[config.mk]
export PLATFORM = sky130hd
export DESIGN_NAME = aidc_lite_decomp_ctrl
export DESIGN_NICKNAME = d
export VERILOG_FILES = /design/src/rtl/aidc_lite_decomp_ctrl.sv
export SDC_FILE = /design/constraint.sdc
export NUM_CORES = 1
export LEC_CHECK = 0
export ABC_CLOCK_PERIOD_IN_PS = 7750
export CAP_MARGIN = 15
export CORE_AREA = 2 2 261 263
export DETAILED_ROUTE_END_ITERATION = 7
export DIE_AREA = 0 0 263 265
export PLACE_DENSITY = 0.64
export SYNTH_ARGS = -nofsm -noshare
export SYNTH_HDL_FRONTEND = slang
export SYNTH_SLANG_ARGS = --single-unit
[constraint.sdc]
create_clock -name clk -period 7.75 [get_ports clk]
set_input_delay 1.55 -clock clk [delete_from_list [all_inputs] [get_ports clk]]
set_output_delay 1.55 -clock clk [all_outputs]
set_load 0.01 [all_outputs]
[src/rtl/aidc_lite_decomp_ctrl.sv]
// AIDC-Lite decompressor front end: packet prefix dispatch, raw unpack, engine write collection into 512b lines.
// Optional macro AIDC_LITE_DCTRL_DBUF_EN adds a second (ping-pong) line buffer.
module aidc_lite_decomp_ctrl #(
  parameter int NUM_ENG     = 2,
  parameter int TIMEOUT_CYC = 64
) (
  input  logic               clk,
  input  logic               rst_n,
  input  logic               s_valid,
  output logic               s_ready,
  input  logic               s_sop,
  input  logic               s_eop,
  input  logic [31:0]        s_data,
  output logic [NUM_ENG-1:0] eng_valid,
  output logic               eng_sop,
  output logic               eng_eop,
  output logic [31:0]        eng_data,
  input  logic               wr_valid,
  input  logic [3:0]         wr_addr,
  input  logic [63:0]        wr_data,
  output logic               m_valid,
  input  logic               m_ready,
  output logic [511:0]       m_data,
  output logic               m_err,
  output logic [2:0]         err_o,
  input  logic               err_clr
);
  typedef enum logic [1:0] {IDLE, STREAM, DRAIN, OUT} state_t;
  typedef enum logic [1:0] {M_ENG, M_RAW, M_DROP} mode_t;
  localparam int TW = $clog2(TIMEOUT_CYC + 1);
  localparam logic [2:0] NE = 3'(NUM_ENG);

  state_t        r_state, w_state_nxt;
  mode_t         r_mode, w_sop_mode, w_mode_eff;
  logic [1:0]    r_eng, w_pfx, w_eng_eff;
  logic [3:0]    r_wr_cnt, w_wr_cnt_nxt;
  logic [4:0]    r_raw_cnt, w_raw_cnt_inc;
  logic [TW-1:0] r_timer;
  logic [63:0]   r_buf [2][8];
  logic [1:0]    r_full, r_berr;
  logic          r_wp, r_rp;
  logic [2:0]    r_err, w_err_set;
  logic          w_acc, w_word, w_wr_ok, w_hs, w_commit, w_merr_wr, w_merr_end;

  assign s_ready       = rst_n & (((r_state == IDLE) & ~r_full[r_wp]) | (r_state == STREAM));
  assign w_acc         = s_valid & s_ready;
  assign w_hs          = m_valid & m_ready;
  assign w_wr_ok       = wr_valid & ((r_state == STREAM) | (r_state == DRAIN)) & (r_wr_cnt < 4'd8);
  assign w_wr_cnt_nxt  = r_wr_cnt + {3'b0, w_wr_ok};
  assign w_raw_cnt_inc = (r_raw_cnt == 5'd31) ? r_raw_cnt : r_raw_cnt + 5'd1;
  assign m_valid       = r_full[r_rp];
  assign m_err         = r_full[r_rp] & r_berr[r_rp];
  assign err_o         = r_err;

  always_comb begin
    w_pfx = s_data[31:30];
    if ({1'b0, w_pfx} < NE)  w_sop_mode = M_ENG;
    else if (w_pfx == 2'd3)  w_sop_mode = M_RAW;
    else                     w_sop_mode = M_DROP;
    w_mode_eff = s_sop ? w_sop_mode : r_mode;
    w_eng_eff  = s_sop ? w_pfx : r_eng;
    // An accepted word belongs to a packet unless it is a stray non-sop word in IDLE.
    w_word     = w_acc & (s_sop | (r_state == STREAM));
    m_data     = '0;
    for (int k = 0; k < 8; k++) m_data[k*64 +: 64] = r_buf[r_rp][k];
  end

  always_ff @(posedge clk) begin
    if (!rst_n) r_state <= IDLE;
    else        r_state <= w_state_nxt;
  end

  always_comb begin
    w_state_nxt = r_state;
    w_err_set   = '0;
    w_commit    = 1'b0;
    w_merr_wr   = 1'b0;
    w_merr_end  = 1'b0;
    if (wr_valid & ~w_wr_ok) w_err_set[2] = 1'b1;
    if (w_wr_ok & (wr_addr != r_wr_cnt)) begin
      w_err_set[2] = 1'b1;
      w_merr_wr    = 1'b1;
    end
    if (w_acc & ~w_word) w_err_set[2] = 1'b1;
    case (r_state)
      DRAIN: begin
        if (w_wr_cnt_nxt == 4'd8) w_commit = 1'b1;
        else if (r_timer == TW'(TIMEOUT_CYC - 1)) begin
          w_err_set[1] = 1'b1;
          w_merr_end   = 1'b1;
          w_commit     = 1'b1;
        end
      end
      OUT:     if (w_hs) w_state_nxt = IDLE;
      default: ;
    endcase
    if (w_acc & s_sop) begin
      w_state_nxt = STREAM;
      if (r_state == STREAM)     w_err_set[2] = 1'b1;
      if (w_sop_mode == M_DROP)  w_err_set[0] = 1'b1;
    end
    if (w_word & s_eop) begin
      case (w_mode_eff)
        M_RAW: begin
          w_commit = 1'b1;
          if (s_sop | (w_raw_cnt_inc != 5'd16)) begin
            w_err_set[2] = 1'b1;
            w_merr_end   = 1'b1;
          end
        end
        M_ENG: begin
          if (~s_sop & (w_wr_cnt_nxt == 4'd8)) w_commit = 1'b1;
          else                                 w_state_nxt = DRAIN;
        end
        default: w_state_nxt = IDLE;
      endcase
    end
`ifdef AIDC_LITE_DCTRL_DBUF_EN
    if (w_commit) w_state_nxt = IDLE;
`else
    if (w_commit) w_state_nxt = OUT;
`endif
  end

  always_ff @(posedge clk) begin
    if (!rst_n) begin
      r_mode <= M_ENG;  r_eng <= '0;  r_wr_cnt <= '0;  r_raw_cnt <= '0;  r_timer <= '0;
      r_full <= '0;  r_berr <= '0;  r_wp <= 1'b0;  r_rp <= 1'b0;  r_err <= '0;
      eng_valid <= '0;  eng_sop <= 1'b0;  eng_eop <= 1'b0;  eng_data <= '0;
      for (int b = 0; b < 2; b++)
        for (int k = 0; k < 8; k++) r_buf[b][k] <= '0;
    end else begin
      r_err     <= (r_err & ~{3{err_clr}}) | w_err_set;
      r_timer   <= (r_state == DRAIN) ? r_timer + 1'b1 : '0;
      eng_valid <= '0;
      eng_sop   <= 1'b0;
      eng_eop   <= 1'b0;
      eng_data  <= '0;
      if (w_word & (w_mode_eff == M_ENG)) begin
        eng_valid <= NUM_ENG'(1) << w_eng_eff;
        eng_sop   <= s_sop;
        eng_eop   <= s_eop;
        eng_data  <= s_data;
      end
      // Raw word j lands in entry j>>1, even words in the upper half.
      if (w_word & ~s_sop & (r_mode == M_RAW)) begin
        r_raw_cnt <= w_raw_cnt_inc;
        if (~r_raw_cnt[4]) begin
          if (r_raw_cnt[0]) r_buf[r_wp][r_raw_cnt[3:1]][31:0]  <= s_data;
          else              r_buf[r_wp][r_raw_cnt[3:1]][63:32] <= s_data;
        end
      end
      if (w_wr_ok) begin
        r_wr_cnt <= w_wr_cnt_nxt;
        if (~wr_addr[3]) r_buf[r_wp][wr_addr[2:0]] <= wr_data;
      end
      if (w_acc & s_sop) begin
        r_mode    <= w_sop_mode;
        r_eng     <= w_pfx;
        r_wr_cnt  <= '0;
        r_raw_cnt <= '0;
        r_berr[r_wp] <= w_merr_end;
        for (int k = 0; k < 8; k++) r_buf[r_wp][k] <= '0;
      end else begin
        r_berr[r_wp] <= r_berr[r_wp] | w_merr_wr | w_merr_end;
      end
      if (w_commit) begin
        r_full[r_wp] <= 1'b1;
`ifdef AIDC_LITE_DCTRL_DBUF_EN
        r_wp <= ~r_wp;
`endif
      end
      if (w_hs) begin
        r_full[r_rp] <= 1'b0;
`ifdef AIDC_LITE_DCTRL_DBUF_EN
        r_rp <= ~r_rp;
`endif
      end
    end
  end
endmodule
==> metrics.yaml <==
synth_area_um2: 24100
cts-root-buf: "clkbuf_16"
arrival_ns: 3.49
dp_hpwl_um: 74800
critPathMaxFanout: 16
critPathCaptureType: "primary output"
postRouteAntennaNets: 0
drv_slew: 0
setup_viol: 0
violations: "DRC"
grt_pass1_vias: 20100
cts.sinks: 575
syn_nets: 2266
drt-met1-wl_um: 38500
first_pass_iters: 8
wl_met3_um: 13800
synth_area_leaders: "edfxtp_1 (64%), nand2_1 (9.8%), o22ai_1 (6.6%)"
p_leak_nw: 12.2
clock_latency_ns: 0.64
synth-main-ff-cell: "edfxtp_1"
min_path_type: "flip-flop to flip-flop"
wl_per_cell_um: 30.0
period_share: 0.651
yosysTopAreaCell: "edfxtp_1"
antenna_found_initial: 8
final-hold-violation-count: 0
path_class: "input port to primary output"
crit_required_ns: 6.20
synth_top_area_frac: 0.637
fin_skew_ns: 0.0370
grt_overflow: 0
fp.coreArea_um2: 66800
power.density_nw_per_um2: 222
finalSetupTns_ns: 0
grt_usage: 0.300
syn_inst: 2150
cp-start-kind: "input port"
cts_buffer_depth: 3
syn_to_final_growth_pct: 39.4
die_h_um: 265
grt_start_max_net_pins: 68
utilization: 0.504
fillers: 5791
top_layer: "met5"
avgSynthCellArea_um2: 11.2
dr_total_vias: 21000
io_buffers: 661
yosys-top-cells-count: "nand2_1 (629), edfxtp_1 (512), a21oi_1 (267)"
clkTransAtPathRegs_ns: 0.06
start_util: 0.361
synth_edf_count: 512
max_slew_margin: 0.208
rsz0062_at_grt: "false"
power_mw: 7.47
cts_tree: "built"
period_minus_slack_ns: 5.04
dr.first_iter.drc_count: 2806
gp_congestion: 0.887
tightest_slew_ns: 1.19
max_freq_ghz: 0.198
max_cap_viol_count: 0
fin_nets: 2807
die_w_um: 263
die_area_um2: 69700
rows: 95
synth-seq-cells: 575
ctsResizeCount: 0
synth-async-reset-ratio: 0
yosys_warnings: 0
synth.most_common_cell: "nand2_1"
via_per_inst: 5.81
synth_seq_area_share: 0.689
drc_errors: 1
wirelength_um: 108000
irDropWorstVdd_mv: 0.162
synth_cell_types: 52
ctsHtreeMaxLevel: 2
cts_buffers: 59
wl_met2_um: 51700
dpl_worst_slack_ns: 2.18
drive_above_1_share: 0.0649
cts_setup_buffers: 0
fin_ws_ns: 2.71
grt_pass1_wl_um: 151000
outcome: "finished with violations"
pin_count: 662
holdBufCountCts: 0
-- state kept, by name, summed over array words and instances (netlist names) --
signal and count:
r_berr 1, r_mode 2, r_eng 2, r_timer 7
r_buf 512, eng_eop 1, r_full 1, r_wr_cnt 4
eng_data 32, err_o 3, r_raw_cnt 5, eng_valid 2
eng_sop 1, r_state 2
-- metrics by stage --
step	std cells	instance area [um2]	hold WS, ns
after floorplan	2150	24100	0.413
after global placement	3502	31500	0.424
after detailed placement	3502	31500	0.441
after CTS	3614	33600	0.450
after global routing	3615	33600	0.483
final	3616	33600	0.455
-- worst paths after layout --
| kind | end | start | cells after the start | slack [ns] |
|---|---|---|---|---|
| max | s_ready | rst_n | 4 | 2.71 |
| min | r_timer[0]$_SDFF_PN0_ | r_timer[0]$_SDFF_PN0_ | 1 | 0.46 |
| max reg2reg | r_buf[0][415]$_DFFE_PP_ | r_state[0]$_SDFF_PN0_ | 7 | 3.76 |
| min reg2reg | r_timer[0]$_SDFF_PN0_ | r_timer[0]$_SDFF_PN0_ | 1 | 0.46 |
-- layout make-up --
cell class              instances  area [um2]  share of cell area
diodes                          1        2.50           0.0000744
multi-input cells            1347        6870               0.204
clock buffers                  93        1840              0.0547
inverters                      11        41.3             0.00123
well taps                     873        1090              0.0325
flip-flops and latches        575       16600               0.494
clock inverters                19         253             0.00751
repair buffers                697        6910               0.205
-- power by group --
group,internal [mW],leakage (nW),total (mW),switching (mW)
Clock,1.78,1.02,3.05,1.27
Sequential,3.54,5.96,3.62,0.0766
Combinational,0.333,5.20,0.800,0.467
Total,5.65,12.2,7.47,1.82
-- cells in the final DEF, fill, tap and decap left out, drive strengths merged, types with 2 or more instances in the layout --
cell type,instances
and3b,3
a21o,2
clkinv,10
nor4b,3
nand4,4
nor3b,6
and3,3
a21oi,267
nor2,26
and2,31
dfxtp,63
inv,15
edfxtp,512
nor3,13
buf,36
nand3,25
o21ai,6
xor2,6
clkdlybuf4s50,661
a22oi,8
nor4,2
nor2b,7
bufinv,4
o2111ai,2
or3,3
o22ai,256
clkbuf,93
a31oi,5
o21a,5
xnor2,6
ha,8
o21bai,2
nand2,629
nand2b,6
-- worst max-delay path, cell delays in order --
cell             delay (ns)
clkdlybuf4s50_1        0.91
inv_2                  0.19
nor2_1                 0.26
clkdlybuf4s50_1        0.58
-- cells by family after synthesis --
group           after synthesis  share of synthesized area
buf+inv                     228                     0.0367
compound gates              561                      0.133
xor+xnor                     12                    0.00436
fa+ha+maj                     8                    0.00415
simple gates                766                      0.132
flops                       575                      0.689
-- routing by layer --
metal  up-vias  GRT usage
li1       8855          -
met1     10200      0.370
met2      1684      0.497
met3       233     0.0927
met4         8      0.110
met5         -          0
Note: power is estimated with default switching activity, not from simulation.
